### src/rtl/debug_memory_writer.sv
// Operator-driven debug word writer with write-then-readback verify.
// Optional button debouncing when DEBUG_WRITER_DEBOUNCE_EN is defined.
module debug_memory_writer #(
  parameter int DIGIT           = 32,
  parameter int DEBUGSIZE       = 8,
  parameter int VERIFY_LATENCY  = 1,
  parameter int DEBOUNCE_CYCLES = 1000000
) (
  input  logic                 CLK100MHZ,
  input  logic                 reset,
  input  logic                 run,
  input  logic [3:0]           sw,
  input  logic                 nibble,
  input  logic                 inc,
  input  logic                 dec,
  input  logic                 commit,
  input  logic [DIGIT-1:0]     ReadbackData,
  output logic                 WriteEnable,
  output logic [DEBUGSIZE-1:0] WriteAddress,
  output logic [DIGIT-1:0]     WriteData,
  output logic [3:0]           NibbleCount,
  output logic                 busy,
  output logic                 done,
  output logic                 error
);

  localparam logic [3:0] NIBMAX = 4'(DIGIT / 4);
  localparam logic [3:0] VLAT   = 4'(VERIFY_LATENCY);

  typedef enum logic [1:0] {
    IDLE,
    WRITE,
    VERIFY
  } state_t;

  state_t state, nextState;

  logic [3:0] raw, sync1, sync2, level, prev, pulse;
  logic       nibP, incP, decP, comP;

  assign raw = {commit, dec, inc, nibble};

  always_ff @(posedge CLK100MHZ or posedge reset) begin
    if (reset) begin
      sync1 <= '0;
      sync2 <= '0;
    end else begin
      sync1 <= raw;
      sync2 <= sync1;
    end
  end

`ifdef DEBUG_WRITER_DEBOUNCE_EN
  localparam int CW = $clog2(DEBOUNCE_CYCLES + 1);
  localparam logic [CW-1:0] DBLAST = CW'(DEBOUNCE_CYCLES - 1);

  logic [CW-1:0] dbCnt [4];
  logic [3:0]    filt;

  // Level follows the synchronized input only after a full stable run
  always_ff @(posedge CLK100MHZ or posedge reset) begin
    if (reset) begin
      filt <= '0;
      for (int i = 0; i < 4; i++) dbCnt[i] <= '0;
    end else begin
      for (int i = 0; i < 4; i++) begin
        if (sync2[i] == filt[i]) begin
          dbCnt[i] <= '0;
        end else if (dbCnt[i] >= DBLAST) begin
          dbCnt[i] <= '0;
          filt[i]  <= sync2[i];
        end else begin
          dbCnt[i] <= dbCnt[i] + 1'b1;
        end
      end
    end
  end

  assign level = filt;
`else
  assign level = sync2;
`endif

  always_ff @(posedge CLK100MHZ or posedge reset) begin
    if (reset) begin
      prev  <= '0;
      pulse <= '0;
    end else begin
      prev  <= level;
      pulse <= level & ~prev;
    end
  end

  assign nibP = pulse[0];
  assign incP = pulse[1];
  assign decP = pulse[2];
  assign comP = pulse[3];

  logic [3:0] vcnt;
  logic       editEn, clearFlags, reject, verifyNow;

  always_ff @(posedge CLK100MHZ or posedge reset) begin
    if (reset) state <= IDLE;
    else       state <= nextState;
  end

  always_comb begin
    nextState   = state;
    WriteEnable = 1'b0;
    editEn      = 1'b0;
    clearFlags  = 1'b0;
    reject      = 1'b0;
    verifyNow   = 1'b0;
    unique case (state)
      IDLE: begin
        if (comP) begin
          if (done || error) clearFlags = 1'b1;
          else if (run)      reject     = 1'b1;
          else               nextState  = WRITE;
        end else begin
          editEn = 1'b1;
        end
      end
      WRITE: begin
        WriteEnable = 1'b1;
        nextState   = VERIFY;
      end
      VERIFY: begin
        if (vcnt <= 4'd1) begin
          verifyNow = 1'b1;
          nextState = IDLE;
        end
      end
      default: nextState = IDLE;
    endcase
  end

  always_ff @(posedge CLK100MHZ or posedge reset) begin
    if (reset) begin
      WriteAddress <= '0;
      WriteData    <= '0;
      NibbleCount  <= '0;
      done         <= 1'b0;
      error        <= 1'b0;
      vcnt         <= '0;
    end else begin
      if (editEn) begin
        if (incP && !decP)      WriteAddress <= WriteAddress + 1'b1;
        else if (decP && !incP) WriteAddress <= WriteAddress - 1'b1;
        if (nibP) begin
          WriteData <= {WriteData[DIGIT-5:0], sw};
          if (NibbleCount != NIBMAX) NibbleCount <= NibbleCount + 1'b1;
        end
      end
      if (clearFlags) begin
        done  <= 1'b0;
        error <= 1'b0;
      end
      if (reject) error <= 1'b1;
      if (state == WRITE)  vcnt <= VLAT;
      if (state == VERIFY) vcnt <= vcnt - 1'b1;
      if (verifyNow) begin
        if (ReadbackData == WriteData) done  <= 1'b1;
        else                           error <= 1'b1;
        NibbleCount <= '0;
      end
    end
  end

  assign busy = (state != IDLE);

endmodule

### config.mk
export PLATFORM = sky130hd
export DESIGN_NAME = debug_memory_writer
export DESIGN_NICKNAME = d
export VERILOG_FILES = /design/src/rtl/debug_memory_writer.sv
export SDC_FILE = /design/constraint.sdc
export NUM_CORES = 1
export LEC_CHECK = 0
export ABC_AREA = 0
export CORE_ASPECT_RATIO = 0.7
export CORE_MARGIN = 3
export CORE_UTILIZATION = 40
export DETAILED_ROUTE_END_ITERATION = 8
export PLACE_DENSITY = 0.75
export SYNTH_ARGS = -nofsm -noshare
export SYNTH_HDL_FRONTEND = slang
export SYNTH_SLANG_ARGS = --single-unit
### constraint.sdc
create_clock -name CLK100MHZ -period 6.2 [get_ports CLK100MHZ]
set_clock_uncertainty 0.05 [all_clocks]
set_input_delay 1.24 -clock CLK100MHZ [delete_from_list [all_inputs] [get_ports CLK100MHZ]]
set_output_delay 1.24 -clock CLK100MHZ [all_outputs]
set_load 0.02 [all_outputs]
## Yosys cells after proc, flatten, opt, wreduce, memory -nomap -nowiden

Index checks and enable logic that the tools add are counted.

| storage, ports and cells | value |
|---|---|
| ROM bits | 0 |
| logic and storage cells | 74 |
| bits in writable memories | 0 |
| memories kept | 0 |
| register bits after elaboration | 68 |
| output and inout port bits | 48 |
| latch bits | 0 |

| cells by class | value |
|---|---|
| add/subtract/negate cells | 4 |
| eq/ne operators | 8 |
| div/mod/pow operators | 0 |
| $mul | 0 |
| reduce and logical (&&, ||, !) cells | 16 |
| bitwise gates (word level) | 2 |
| shifts and indexed selects | 0 |
| multiplexer cells | 32 |
| magnitude comparators | 1 |

Operators with widths:

| operator | count |
|---|---|
| equality test 32 bit | 1 |
| 2-to-1 mux 4 bit | 6 |
| 2-to-1 mux 1 bit | 19 |
| 2-to-1 mux 8 bit | 2 |
| nonzero test 2 bit | 6 |
| adder 8 x 1 -> 8 bit, second input constant | 1 |
| 2-to-1 mux 2 bit | 4 |
| != test 2 bit, second input constant | 4 |
| subtractor 8 x 1 -> 8 bit, second input constant | 1 |
| one-hot mux 2 bit (3 select lines) | 1 |
| adder 4 x 1 -> 4 bit, second input constant | 1 |
| bitwise AND 4 bit | 1 |
| less-or-equal comparator 4 x 1 -> 1 bit, second input constant | 1 |
| != test 4 bit, second input constant | 1 |
| NOT 4 bit | 1 |
| AND reduction 2 bit | 2 |
| AND reduction 4 bit | 1 |
| subtractor 4 x 1 -> 4 bit, second input constant | 1 |
| AND reduction 3 bit | 1 |
| equality test 2 x 1 -> 1 bit, second input constant | 1 |
| equality test 2 bit, second input constant | 1 |
| logical AND 1 bit | 2 |
| zero test 1 bit | 2 |
| zero test 2 bit | 1 |
| logical OR 1 bit | 1 |

## Longest topological paths before layout

Gate-level depths: netlist of run 1.

| logic depth | value |
|---|---|
| word-level depth | 8 |
| mapped depth | 9 |

## Worst setup path before layout of run 1

OpenSTA, ideal clock, no wires.

| timing path | value |
|---|---|
| path kind | input -> register |
| start point | in ReadbackData[25] |
| end point | reg done |
| buffers on the path | 0 |
| path slack | 4,072 ps |
| setup time | 67 ps |
| arrival time | 2,011 ps |
| stages on the path | 5 |
| path through | xor2_1 > nor4_1 > nand4_1 > nor2_1 > a22o_1 |

| between the ends | value |
|---|---|
| longest elaborated chain between the ends | 3 |

Ends and longest elaborated chain:

| element | RTL line | source |
|---|---|---|
| from (decl) | 17 | `input logic [DIGIT-1:0] ReadbackData,` |
| equality test 32 bit | 163 | `if (ReadbackData == WriteData) done <= 1'b1;` |
| 2-to-1 mux 1 bit | 163 |  |
| 2-to-1 mux 1 bit | 162 | `if (verifyNow) begin` |
| to (signal assigned) | 143 | `done <= 1'b0;` |
| to (signal assigned) | 156 | `done <= 1'b0;` |
| to (signal assigned) | 163 |  |
| to (decl) | 23 | `output logic done,` |

No other way between the ends.
A chain may end at the register's enable or synchronous reset.

## Worst setup path in the final report of run 1

| timing path | value |
|---|---|
| start point | reg state[0] |
| end point | out busy |

| between the ends | value |
|---|---|
| longest elaborated chain between the ends | 1 |

Ends and longest elaborated chain:

| element | RTL line | source |
|---|---|---|
| from (decl) | 36 | `state_t state, nextState;` |
| from (signal assigned) | 104 | `else state <= nextState;` |
| nonzero test 2 bit | 170 | `assign busy = (state != IDLE);` |
| to (decl) | 22 | `output logic busy,` |

No other way between the ends.

==> out/qor.csv, run 1 <==
metric;value;unit
clkTransAtPathRegs;0.06;ns
cts_root_buf;clkbuf_16;
post-place-ws;3.29;ns
critical_path_arrival;1.77;ns
synthCells;271;
finalPower;2.34;mW
syn_nets;329;
drive_gt1_share;15.5;%
finalCritPeriodShare;49.3;%
clkSinkCount;68;
antenna_found_initial;0;
synth_area_per_cell;12.0;sq um
drv_cap;0;
regToRegEndpoint;WriteAddress[7]$_DFFE_PP0P_;
maxClockFrequency;327;MHz
switchingPower;0.910;mW
hold_path.class;register to register;
final-seq-area;1700;sq um
cts_resized;0;
rows;26;
period_minus_slack;3.06;ns
setup_viol;0;
drc_errors;0;
nets;428;
powerDensity;512;nW/um^2
setup_tns;0;ns
die_width;114;um
yosys_warnings;0;
cts_max_level;3;
wl_per_cell;15.4;um
path_class;register to output pin;
cts_setup_buffers;0;
power_frac_seq;33.5;%
holdWs;0.297;ns
placed_cell_area;4280;sq um
hold_viol;0;
r2r_start;pulse[1]$_DFF_PP0_;
clockBufferDepth;2;
vias_per_cell;4.88;
async_flop_share;100;%
die_y;81.6;um
maxSlewViolCount;0;
p_clk_share;20.7;%
initial_core_util;42.9;%
crit_path_start_kind;register;
clkLatencyLatePin;0.33;ns
hold_path_depth;0;
antenna_cells;0;
syn-cell-area;3260;sq um
routabilityCongestion;0.817;
io_pins;91;
r2r_slack;3.90;ns
synth_edf_count;0;
worstHoldStart;sync1[3]$_DFF_PP0_;
critPathRequiredTime;4.91;ns
grt_max_degree;69;
crit_path_end_kind;output pin;
antenna_left;0;
synth_cell_types;38;
internal_power;1.43;mW
grt_pass1_vias;2208;
drtPass1Iterations;4;
status;completed;
dieArea;9300;sq um
numCtsBuffers;9;
yosysSeqAreaShare;52.1;%
nFillCells;637;
portBuffers;90;
coreArea;7610;sq um
r2r_cells;8;
vias;2306;
wirelength;7290;um
grt-ovfl-total;0;
dp_hpwl;5390;um
syn2layout_area_growth;39.7;%
holdPathEnd;level[3]$_DFF_PP0_;
cts_tree;done;
drtIter0Drc;103;
grt_usage;16.0;%
vdd_drop_max;0.216;mV
ys_dominant_reg_cell;dfrtp_1;
swShare;39.0;%
pwr-share-comb;45.8;%
holdBufCountCts;0;
path_max_fanout;5;
setup_ws;3.14;ns
rsz0062_at_grt;false;
worst_slew_pin_slew;0.838;ns
grt_pass1_wl;11300;um
ys_ff_latch;68;
final_area;4560;sq um
slew_headroom;44.1;%
multi_input_area;1470;sq um
p_leak;1.99;nW
==> cells by family (layout without fill, tap and decap cells) <==
logic type | count (synthesis) | count (layout) | synth area share [%]
XOR/XNOR | 40 | 40 | 10.7
AND/OR/NAND/NOR | 55 | 55 | 9.05
AO/OA/AOI/OAI | 37 | 37 | 7.40
flip-flops | 68 | 68 | 52.1
buffers and inverters | 21 | 125 | 2.76
multiplexers | 35 | 35 | 12.0
adder cells (fa/ha/maj) | 15 | 15 | 5.98
==> cells in the mapped netlist (4+ instances only) <==
cell type / number / share of area, %
dfrtp_1: 68 / 52
xor2_1: 35 / 9.4
mux2_2: 32 / 11
inv_1: 16 / 1.8
ha_1: 14 / 5.4
a21oi_1: 13 / 2.0
nor2_1: 12 / 1.4
nand2_1: 11 / 1.3
o21ai_0: 9 / 1.4
nor4_1: 8 / 1.5
nand3_1: 5 / 0.77
nor3_1: 5 / 0.77
xnor2_1: 5 / 1.3
nor2b_1: 4 / 0.77
==> placed cells by master (no fill, tap or decap), types with 3 or more instances in the layout <==
master           instances
mux2_2                  32
xor2_1                  35
clkdlybuf4s50_1         90
nor4_1                   8
nand3_1                  5
nor2_1                  12
ha_1                    14
a21oi_1                 13
inv_1                   15
nand4_1                  3
mux2i_1                  3
nor2b_1                  4
xnor2_1                  5
o21ai_0                  9
clkbuf_16                9
nor3_1                   5
nand2_1                 11
inv_6                    3
dfrtp_1                 68
==> layer usage <==
layer / GRT usage, % / vias up / part of all wire, %
met4: 5.34 / 0 / 1.2
met2: 23.6 / 67 / 45
li1: - / 1148 / -
met5: 0 / - / 0
met3: 5.52 / 8 / 6.1
met1: 22.0 / 1083 / 48
==> area by class of cell <==
class	instances	share of cell area, %
tap	98	2.69
timing repair buffer	92	20.1
clock buffer	9	4.94
inverter	17	1.40
sequential	68	37.3
clock inverter	7	1.26
multi-input combinational	182	32.3
==> registers in the layout, summed over array words and instances, names as in the netlist <==
signal,count
NibbleCount,4
WriteAddress,8
WriteData,32
done,1
error,1
level,4
prev,4
pulse,4
state,2
sync1,4
vcnt,4
==> power by group through the flow <==
stage	logic [mW]	registers, mW	clock network [mW]
after CTS	1.08	0.787	0.495
final	1.07	0.783	0.483
after detailed placement	1.07	0.792	0
after global placement	1.05	0.783	0
after floorplan	0.471	0.924	0
after global routing	1.15	0.811	0.517
==> through the flow <==
step / util [%] / instances
5_1_grt: 59.9 / 473
4_1_cts: 59.9 / 473
3_5_place_dp: 56.2 / 457
3_3_place_gp: 56.2 / 457
2_1_floorplan: - / 271
6_report: 59.9 / 473
==> critical path, stage by stage (launching register included) <==
cell and delay [ns]:
dfrtp_1 0.37, inv_1 0.07, ha_1 0.27, inv_2 0.12
clkdlybuf4s50_1 0.61
==> worst max path at each step <==
stage / startpoint / to
after CTS: state[0]$_DFFE_PP0P_ / busy
after floorplan: reset / NibbleCount[0]$_DFFE_PP0P_
after detailed placement: ReadbackData[19] / done$_DFF_PP0_
after global routing: state[0]$_DFFE_PP0P_ / busy
final: state[0]$_DFFE_PP0P_ / busy
after global placement: ReadbackData[19] / done$_DFF_PP0_
No activity file was read; power rests on OpenSTA's default activity.
==> inputs of run 2 (changes only) <==
- PLACE_DENSITY: 0.75 -> 0.77
- clock period: 6.2 -> 2.7 ns (I/O delays scaled with it)
==> out/qor.csv, run 2 (same netlist as run 1, synthesis figures left out) <==
metric;value;unit;change
status;completed;;unchanged
routabilityCongestion;0.770;;was 0.817
crit_path_start_kind;register;;unchanged
slew_headroom;57.1;%;was 44.1%
antenna_found_initial;0;;unchanged
holdBufCountCts;0;;unchanged
grt_usage;16.8;%;was 16.0%
cts_root_buf;clkbuf_16;;unchanged
hold_viol;0;;unchanged
finalCritPeriodShare;88.5;%;
post-place-ws;0.453;ns;was 3.29 ns
nFillCells;659;;was 637
worst_slew_pin_slew;0.638;ns;was 0.838 ns
grt-ovfl-total;0;;unchanged
io_pins;91;;unchanged
maxClockFrequency;419;MHz;
r2r_cells;9;;was 8
path_class;register to output pin;;unchanged
dp_cells;459;;was 457
drv_cap;0;;unchanged
vdd_drop_max;0.485;mV;was 0.216 mV
fin_util;60.5;%;was 59.9%
r2r_slack;0.42;ns;was 3.90 ns
maxSlewViolCount;0;;unchanged
multi_input_area;1470;sq um;unchanged
placed_cell_area;4300;sq um;was 4280 sq um
syn2layout_area_growth;41.1;%;was 39.7%
rows;26;;unchanged
wl_per_cell;15.6;um;was 15.4 um
drtIter0Drc;117;;was 103
final-seq-area;1700;sq um;unchanged
antenna_left;0;;unchanged
drive_gt1_share;15.6;%;was 15.5%
setup_viol;0;;unchanged
grt_max_degree;69;;unchanged
regToRegEndpoint;WriteAddress[6]$_DFFE_PP0P_;;was WriteAddress[7]$_DFFE_PP0P_
finalPower;5.44;mW;was 2.34 mW
wirelength;7400;um;was 7290 um
holdPathEnd;level[1]$_DFF_PP0_;;was level[3]$_DFF_PP0_
vias;2348;;was 2306
setup_ws;0.311;ns;was 3.14 ns
cts_max_level;3;;unchanged
setup_tns;0;ns;unchanged
dieArea;9300;sq um;unchanged
crit_path_end_kind;output pin;;unchanged
worstHoldStart;sync1[1]$_DFF_PP0_;;was sync1[3]$_DFF_PP0_
clockBufferDepth;2;;unchanged
coreArea;7610;sq um;unchanged
hold_path.class;register to register;;unchanged
top_register;WriteData;;unchanged
vias_per_cell;4.94;;was 4.88
drtPass1Iterations;5;;was 4
die_y;81.6;um;unchanged
cts_setup_buffers;0;;unchanged
cts_resized;0;;unchanged
critical_path_arrival;1.80;ns;was 1.77 ns
portBuffers;90;;unchanged
antenna_cells;0;;unchanged
period_minus_slack;2.39;ns;
final_area;4610;sq um;was 4560 sq um
powerDensity;1180;nW/um^2;was 512 nW/um^2
clkSinkCount;68;;unchanged
drc_errors;0;;unchanged
p_leak;2.01;nW;was 1.99 nW
grt_pass1_wl;11900;um;was 11300 um
nets;430;;was 428
clkLatencyLatePin;0.32;ns;was 0.33 ns
cts_tree;done;;unchanged
layout.cells.non_filler;475;;was 473
holdWs;0.297;ns;about the same
final_cell_mix;90 x clkdlybuf4s50_1, 68 x dfrtp_1, 35 x xor2_1;;unchanged
hold_path_depth;0;;unchanged
largest_reg_flops;32;;unchanged
grt_pass1_vias;2343;;was 2208
top_regs;WriteData: 32 flops, WriteAddress: 8 flops;;unchanged
path_max_fanout;5;;unchanged
critPathRequiredTime;2.11;ns;was 4.91 ns
numCtsBuffers;9;;unchanged
r2r_start;pulse[2]$_DFF_PP0_;;was pulse[1]$_DFF_PP0_
clkTransAtPathRegs;0.06;ns;about the same
dp_hpwl;5580;um;was 5390 um
rsz0062_at_grt;false;;unchanged
layout_commonest_cell;clkdlybuf4s50_1;;unchanged
initial_core_util;42.9;%;unchanged
die_width;114;um;unchanged
## run 2: critical path, stage by stage (launching register included)
cell	delay (ns)
dfrtp_1	0.38
inv_1	0.08
ha_1	0.29
inv_2	0.12
clkdlybuf4s50_1	0.61
## run 2: worst max-delay path by stage
stage          depth (start not counted)                          end  slack [ns]                 start
2_1_floorplan                          1   NibbleCount[0]$_DFFE_PP0P_        0.40                 reset
3_3_place_gp                           6               done$_DFF_PP0_        0.52      ReadbackData[19]
3_5_place_dp                           9  WriteAddress[6]$_DFFE_PP0P_        0.45    pulse[2]$_DFF_PP0_
4_1_cts                                4                         busy        0.31  state[0]$_DFFE_PP0P_
5_1_grt                                4                         busy        0.24  state[0]$_DFFE_PP0P_
6_report                               4                         busy        0.31  state[0]$_DFFE_PP0P_
## run 2: layer usage
layer  GRT usage (%)  vias to the layer above  wire [um]  share of wire (%)
li1                -                     1148          -                  -
met1            22.4                     1131       3460                 47
met2            26.6                       65       3470                 47
met3            5.45                        4        431                5.8
met4            4.27                        0         38               0.51
met5               0                        -          0                  0
## run 2: cell type report
type | count | area share, %
Tap cell | 98 | 2.66
Clock buffer | 10 | 4.97
Multi-Input combinational cell | 182 | 32.0
Sequential cell | 68 | 36.9
Inverter | 17 | 1.39
Clock inverter | 6 | 1.58
Timing Repair Buffer | 94 | 20.5
## run 2: report_power, final
part | leakage [nW] | switching [mW] | internal (mW)
Clock | 0.144 | 0.432 | 0.724
Combinational | 1.03 | 1.22 | 1.26
Sequential | 0.832 | 0.425 | 1.38
==> inputs of run 3 (changes only) <==
- CORE_UTILIZATION: 40 -> 43
- PLACE_DENSITY: 0.77 -> 0.82
==> out/qor.csv, run 3 (same netlist as run 1, synthesis figures left out) <==
metric;value;unit;change
setup_viol;0;;unchanged
clockBufferDepth;2;;unchanged
routabilityCongestion;0.860;;was 0.770
cts_root_buf;clkbuf_8;;was clkbuf_16
grt_max_degree;33;;was 69
r2r_cells;9;;unchanged
antenna_found_initial;0;;unchanged
crit_path_start_kind;register;;unchanged
path_max_fanout;5;;unchanged
top_register;WriteData;;unchanged
final_cell_mix;90 x clkdlybuf4s50_1, 68 x dfrtp_1, 35 x xor2_1;;unchanged
die_y;78.9;um;was 81.6 um
clkLatencyLatePin;0.34;ns;was 0.32 ns
numCtsBuffers;9;;unchanged
cts_resized;0;;unchanged
largest_reg_flops;32;;unchanged
critPathRequiredTime;2.11;ns;about the same
worst_slew_pin_slew;0.553;ns;was 0.638 ns
vias_per_cell;4.96;;was 4.94
antenna_left;0;;unchanged
cts_tree;done;;unchanged
holdPathEnd;level[1]$_DFF_PP0_;;unchanged
grt-ovfl-total;0;;unchanged
status;completed;;unchanged
worstHoldStart;sync1[1]$_DFF_PP0_;;unchanged
drtIter0Drc;112;;was 117
swShare;39.0;%;was 38.1%
pwr-share-comb;47.5;%;was 45.6%
cts_max_level;3;;unchanged
grt_usage;18.7;%;was 16.8%
io_pins;91;;unchanged
drive_gt1_share;16.1;%;was 15.6%
grt_pass1_vias;2456;;was 2343
crit_path_end_kind;output pin;;unchanged
critical_path_arrival;1.77;ns;was 1.80 ns
setup_ws;0.335;ns;was 0.311 ns
vias;2343;;was 2348
nets;431;;was 430
cts_setup_buffers;0;;unchanged
grt_pass1_wl;12500;um;was 11900 um
coreArea;7040;sq um;was 7610 sq um
rows;25;;was 26
post-place-ws;0.427;ns;was 0.453 ns
power_frac_seq;34.5;%;was 33.2%
maxClockFrequency;423;MHz;was 419 MHz
p_leak;1.98;nW;was 2.01 nW
clkSinkCount;68;;unchanged
final-seq-area;1700;sq um;unchanged
wirelength;7540;um;was 7400 um
period_minus_slack;2.36;ns;was 2.39 ns
syn2layout_area_growth;38.8;%;was 41.1%
path_class;register to output pin;;unchanged
hold_path_depth;0;;unchanged
drc_errors;0;;unchanged
antenna_cells;0;;unchanged
wl_per_cell;16.0;um;was 15.6 um
hold_viol;0;;unchanged
regToRegEndpoint;WriteAddress[7]$_DFFE_PP0P_;;was WriteAddress[6]$_DFFE_PP0P_
dp_hpwl;5810;um;was 5580 um
slew_headroom;62.8;%;was 57.1%
initial_core_util;46.4;%;was 42.9%
finalCritPeriodShare;87.6;%;was 88.5%
die_width;110;um;was 114 um
internal_power;3.19;mW;was 3.37 mW
drtPass1Iterations;4;;was 5
top_regs;WriteData: 32 flops, WriteAddress: 8 flops;;unchanged
dieArea;8690;sq um;was 9300 sq um
hold_path.class;register to register;;unchanged
powerDensity;1150;nW/um^2;was 1180 nW/um^2
drv_cap;0;;unchanged
setup_tns;0;ns;unchanged
p_clk_share;18.0;%;was 21.2%
portBuffers;90;;unchanged
r2r_start;pulse[2]$_DFF_PP0_;;unchanged
clkTransAtPathRegs;0.07;ns;was 0.06 ns
nFillCells;551;;was 659
rsz0062_at_grt;false;;unchanged
vdd_drop_max;0.511;mV;was 0.485 mV
r2r_slack;0.37;ns;was 0.42 ns
maxSlewViolCount;0;;unchanged
multi_input_area;1470;sq um;unchanged
layout_commonest_cell;clkdlybuf4s50_1;;unchanged
switchingPower;2.03;mW;was 2.07 mW
holdBufCountCts;0;;unchanged
-- run 3: changes by cell type in the layout (fill, tap and decap cells not counted), sizes merged --
cell / before / now
buf: 4 / 5
bufinv: 1 / 2
inv: 19 / 18
-- run 3: power by group through the flow --
stage | logic [mW] | registers (mW) | clock network [mW]
after floorplan | 1.08 | 2.12 | 0
after global placement | 2.41 | 1.79 | 0
after detailed placement | 2.48 | 1.82 | 0
after CTS | 2.50 | 1.81 | 0.957
after global routing | 2.68 | 1.87 | 1.01
final | 2.48 | 1.80 | 0.939
-- run 3: how the worst max path moves through the flow --
| stage | start | endpoint | slack (ns) | depth (start not counted) |
|---|---|---|---|---|
| 2_1_floorplan | reset | NibbleCount[0]$_DFFE_PP0P_ | 0.40 | 1 |
| 3_3_place_gp | ReadbackData[19] | done$_DFF_PP0_ | 0.54 | 6 |
| 3_5_place_dp | pulse[2]$_DFF_PP0_ | WriteAddress[7]$_DFFE_PP0P_ | 0.43 | 9 |
| 4_1_cts | state[0]$_DFFE_PP0P_ | busy | 0.32 | 4 |
| 5_1_grt | pulse[2]$_DFF_PP0_ | WriteAddress[7]$_DFFE_PP0P_ | 0.19 | 9 |
| 6_report | state[0]$_DFFE_PP0P_ | busy | 0.34 | 4 |
-- run 3: cell type report --
class | instances | area share [%]
sequential | 68 | 37.6
multi-input combinational | 182 | 32.5
timing repair buffer | 95 | 21.0
clock buffer | 10 | 3.04
tap | 94 | 2.60
clock inverter | 6 | 1.91
inverter | 17 | 1.41
-- run 3: stage by stage --
step / instances / hold slack, ns / utilization [%] / instance area (sq um) / total power, mW
3_3_place_gp: 456 / 0.282 / 61.2 / 4310 / 4.21
3_5_place_dp: 456 / 0.287 / 61.2 / 4310 / 4.31
2_1_floorplan: 271 / 0.281 / - / 3260 / 3.20
5_1_grt: 472 / 0.317 / 64.4 / 4530 / 5.57
4_1_cts: 472 / 0.304 / 64.4 / 4530 / 5.27
6_report: 472 / 0.305 / 64.4 / 4530 / 5.22
-- run 3: routing by layer --
layer  part of all wire [%]  vias up  global-route usage, %
met5                      0        -                      0
met4                   0.93        0                   5.66
met3                    5.5        8                   5.44
met2                     46       60                   27.6
met1                     47     1126                   26.8
li1                       -     1149                      -
-- run 3: critical path: stages, from the launching register on --
cell and delay, ns:
dfrtp_1 0.38, inv_1 0.07, ha_1 0.26, inv_2 0.11, clkdlybuf4s50_1 0.61
==> edit 1, RTL diff (settings of run 3) <==
Put one more register stage on the output `NibbleCount`, with the module's reset. The value now appears one clock later. The other outputs are not delayed to match.
--- a/src/rtl/debug_memory_writer.sv
+++ b/src/rtl/debug_memory_writer.sv
@@ -33,4 +33,6 @@
     VERIFY
   } state_t;
+
+  logic [3:0] NibbleCount_s0;
 
   state_t state, nextState;
@@ -140,5 +142,5 @@
       WriteAddress <= '0;
       WriteData    <= '0;
-      NibbleCount  <= '0;
+      NibbleCount_s0 <= '0;
       done         <= 1'b0;
       error        <= 1'b0;
@@ -150,5 +152,5 @@
         if (nibP) begin
           WriteData <= {WriteData[DIGIT-5:0], sw};
-          if (NibbleCount != NIBMAX) NibbleCount <= NibbleCount + 1'b1;
+          if (NibbleCount_s0 != NIBMAX) NibbleCount_s0 <= NibbleCount_s0 + 1'b1;
         end
       end
@@ -163,5 +165,5 @@
         if (ReadbackData == WriteData) done  <= 1'b1;
         else                           error <= 1'b1;
-        NibbleCount <= '0;
+        NibbleCount_s0 <= '0;
       end
     end
@@ -170,4 +172,12 @@
   assign busy = (state != IDLE);
 
+  always_ff @(posedge CLK100MHZ or posedge reset) begin
+    if (reset) begin
+      NibbleCount <= '0;
+    end else begin
+      NibbleCount <= NibbleCount_s0;
+    end
+  end
+
 endmodule
 
Function: changed (a bounded check fails within 10 cycles, from zero or initial values and one cycle with reset high).
==> edit 1 against run 3 <==
Routed wire length shrank 5.9%. Critical path type unchanged. Worst setup slack gained 14 ps. Sequential power grew 5%. Area after synthesis grew 3.1%. Highest routed layer unchanged. Total power grew 2.7%. Sequential cell count grew 4. Cell area grew 2.3%.
==> edit 1: results (changes against run 3) <==
- Gr usage total: 16.7% (-2.0 points)
- Vias in the first global route: 2373 (-3.4%)
- Yosys top cell area share: 53.6% (+1.4 points)
- Reg-to-reg endpoint: WriteAddress[6]
- Hold slack: 301 ps (-3.97 ps)
- HPWL after DPL: 5.29 mm (-8.9%)
- Worst Max-Slew Pin Slew: 585 ps (+31.7 ps)
- Cells after DPL: 461 (+1.1%)
- Register area share after synthesis: 53.6% (+1.4 points)
- Pleak: 2.03 nW (+2.4%)
- Commonest cells post-synth: dfrtp_1 (72), xor2_1 (35), mux2_2 (32), inv_1 (16), ha_1 (14)
- Worst Hold Path EP: level[2]
- Number of H-tree levels: 3 (unchanged)
- Clock root cell: clkbuf_8
- Status: completed
- Post-synth net total: 333 (+1.2%)
- Placer Congestion: 0.808 (-6.1%)
- Pre-CTS setup slack: 426 ps (-0.903 ps)
- Gate Count Post-Synth: 275 (+1.5%)
- Setup slack after layout: 349 ps (+13.6 ps)
- DR vias/cell: 4.91 (-1.0%)
- Worst R2R Setup Slack: 490 ps (+120 ps)
- Peak VDD IR: 496 uV (-2.9%)
- Routed WL: 7.10 mm (-5.9%)
- Largest net degree at the start of global routing: 73 (+120%)
- Initial DRC Count: 73 (-35%)
- Layout cells sized above 1: 15.0% (-1.1 points)
- Finished Layout Cells: 477 (+1.1%)
- First-pass GRT wire length: 11.8 mm (-5.6%)
- Worst Min Path Start: sync1[2]
==> edit 1: area by class of cell <==
class	instances	area (um^2)
inverter	17	63.8
multi-input combinational	182	1470
sequential	72	1800
clock inverter	5	104
tap	98	123
fill	585	2820
clock buffer	11	141
timing repair buffer	92	928
==> edit 1: logic make-up after synthesis <==
group	share of synthesized area (%)
buffers and inverters	2.68
AOI/OAI and AO/OA	7.18
adders and majority gates	5.80
xor gates and xnor gates	10.4
muxes	11.6
and+or+nand+nor	8.78
DFF	53.6
==> edit 1: worst max-delay path, stage by stage (launching register included) <==
cell and delay, ps:
dfrtp_1 380, inv_1 80, ha_1 260, inv_2 110, clkdlybuf4s50_1 610
==> edit 1: power breakdown <==
group / leakage, nW / internal (mW) / total (mW) / switching, mW
clock: 0.124 / 0.640 / 1.03 / 0.392
combinational: 1.02 / 1.26 / 2.44 / 1.18
sequential: 0.883 / 1.47 / 1.89 / 0.427
total: 2.03 / 3.36 / 5.37 / 2.00
==> edit 1: worst max-delay path by stage <==
| stage | cells past startpoint | to | startpoint |
|---|---|---|---|
| floorplan | 1 | NibbleCount[0] | reset |
| global placement | 6 | done | ReadbackData[16] |
| detailed placement | 6 | done | ReadbackData[16] |
| CTS | 4 | busy | state[0] |
| global route | 9 | WriteAddress[6] | pulse[2] |
| finish | 4 | busy | state[0] |
==> edit 1: metal layers <==
metal  vias up  share of wire [%]  GRT usage [%]
met2        58                 48           27.1
met4         0               0.97           5.10
met3         7                4.7           4.55
li1       1152                  -              -
met5         -                  0              0
met1      1127                 46           22.0
==> edit 2, RTL diff (flow settings as in run 3) <==
Made on the original files. The parameter `DIGIT` goes from 32 to 64.
--- a/src/rtl/debug_memory_writer.sv
+++ b/src/rtl/debug_memory_writer.sv
@@ -2,5 +2,5 @@
 // Optional button debouncing when DEBUG_WRITER_DEBOUNCE_EN is defined.
 module debug_memory_writer #(
-  parameter int DIGIT           = 32,
+  parameter int DIGIT           = 64,
   parameter int DEBUGSIZE       = 8,
   parameter int VERIFY_LATENCY  = 1,
Interface: changed (resized ReadbackData and WriteData); port bits go from 91 to 155. The function was not compared with the original's and may differ.
==> edit 2 against run 3 <==
Die area is 43% higher. Area after synthesis rose by 46%. Total power is 35% higher. Sequential power grew 40%. Count of clock-buffer cells in the layout grew 1. Cell area rose by 51%. Routed wire length up 63%. Register-to-register slack worse by 120 ps. Worst hold slack worse by 6.0 ps. Critical path depth is 5 higher. Sequential cell count up 32. Worst setup slack lost 85 ps. Critical path type is now register to register. Largest power group unchanged.
==> edit 2: results (changes against run 3) <==
- Post-synth net total: 473 (+44%)
- Synth Area in XOR/XNOR: 12.8% (+2.1 points)
- Register area share after synthesis: 52.4% (+0.24 points)
- Worst setup path class: register to register
- Syn avg cell area: 12.5 um^2 (+3.6%)
- First-pass GRT wire length: 19.7 mm (+58%)
- IO Port Bufs: 154 (+71%)
- Nets: 635 (+47%)
- WL met3: 822 um (+98%)
- Status: completed
- Pleak: 3.09 nW (+56%)
- Pre-CTS setup slack: 17.4 ps (-409 ps)
- CP arrival: 2670 ps (+900 ps)
- Fillers: 830 (+51%)
- Vias: 3541 (+51%)
- Cells after DPL: 682 (+50%)
- Commonest cells post-synth: dfrtp_1 (100), xor2_1 (65), mux2_2 (64), nor4_1 (17), nand2_1 (15)
- Post-synthesis mux area share: 15.5% (+3.5 points)
- Layout cells sized above 1: 16.9% (+0.77 points)
- Complex-gate fraction of the synthesized area: 5.50% (-1.9 points)
- Placer Congestion: 0.791 (-8.1%)
- Adder-cell share of the synthesized area: 4.08% (-1.9 points)
- Worst R2R Setup Slack: 250 ps (-120 ps)
- Worst Max-Slew Pin Slew: 819 ps (+266 ps)
- Initial DRC Count: 195 (+74%)
- Worst Hold Path EP: level[0]
-- edit 2: stage by stage --
stage               hold WS, ps  cell area [um^2]
global route                313              6860
CTS                         300              6860
finish                      299              6860
floorplan                   281              4780
detailed placement          285              6540
global placement            284              6540
-- edit 2: cells by family (layout without fill, tap and decap cells) --
kind of cell	count (synthesis)	after routing
AO/OA/AOI/OAI	39	39
XOR/XNOR	70	70
adder cells (fa/ha/maj)	15	15
buffers and inverters	23	190
flip-flops	100	100
multiplexers	66	66
AND/OR/NAND/NOR	70	70
-- edit 2: power groups by stage --
stage          clock (mW)  combinational, mW  sequential, mW
5_1_grt              1.50               3.36            2.60
3_3_place_gp            0               3.05            2.51
6_report             1.40               3.12            2.52
3_5_place_dp            0               3.13            2.55
2_1_floorplan           0               1.29            2.90
4_1_cts              1.43               3.14            2.52
-- edit 2: worst max-delay path, stage by stage, from the launching register on --
cell and delay, ps:
dfrtp_1 360, inv_1 50, ha_2 210, inv_2 100
ha_1 310, a211oi_2 250, o21bai_1 140, a2111o_1 440
a2111o_1 390, o211ai_2 60
-- edit 2: area by class of cell --
| cell class | count | share of cell area (%) |
|---|---|---|
| clock inverters | 5 | 1.20 |
| well taps | 148 | 2.70 |
| flip-flops and latches | 100 | 36.5 |
| clock buffers | 11 | 3.54 |
| multi-input cells | 260 | 31.9 |
| repair buffers | 159 | 23.4 |
| inverters | 15 | 0.875 |
-- edit 2: how the worst max path moves through the flow --
stage	end	slack (ps)	cells after the start
2_1_floorplan	WriteAddress[7]	330	8
3_3_place_gp	done	20	6
3_5_place_dp	done	20	6
4_1_cts	WriteAddress[7]	110	8
5_1_grt	WriteAddress[7]	60	9
6_report	WriteAddress[7]	250	9
-- edit 2: what timing repair did --
action | CTS | global route
resized for setup | 0 | 2
endpoints found under the setup margin | 0 | 1
hold buffers | 0 | 0
-- edit 2: routing by layer --
| layer | vias up | track usage (%) |
|---|---|---|
| met3 | 14 | 6.37 |
| met4 | 0 | 6.38 |
| li1 | 1669 | - |
| met1 | 1741 | 27.8 |
| met5 | - | 0 |
| met2 | 117 | 31.5 |
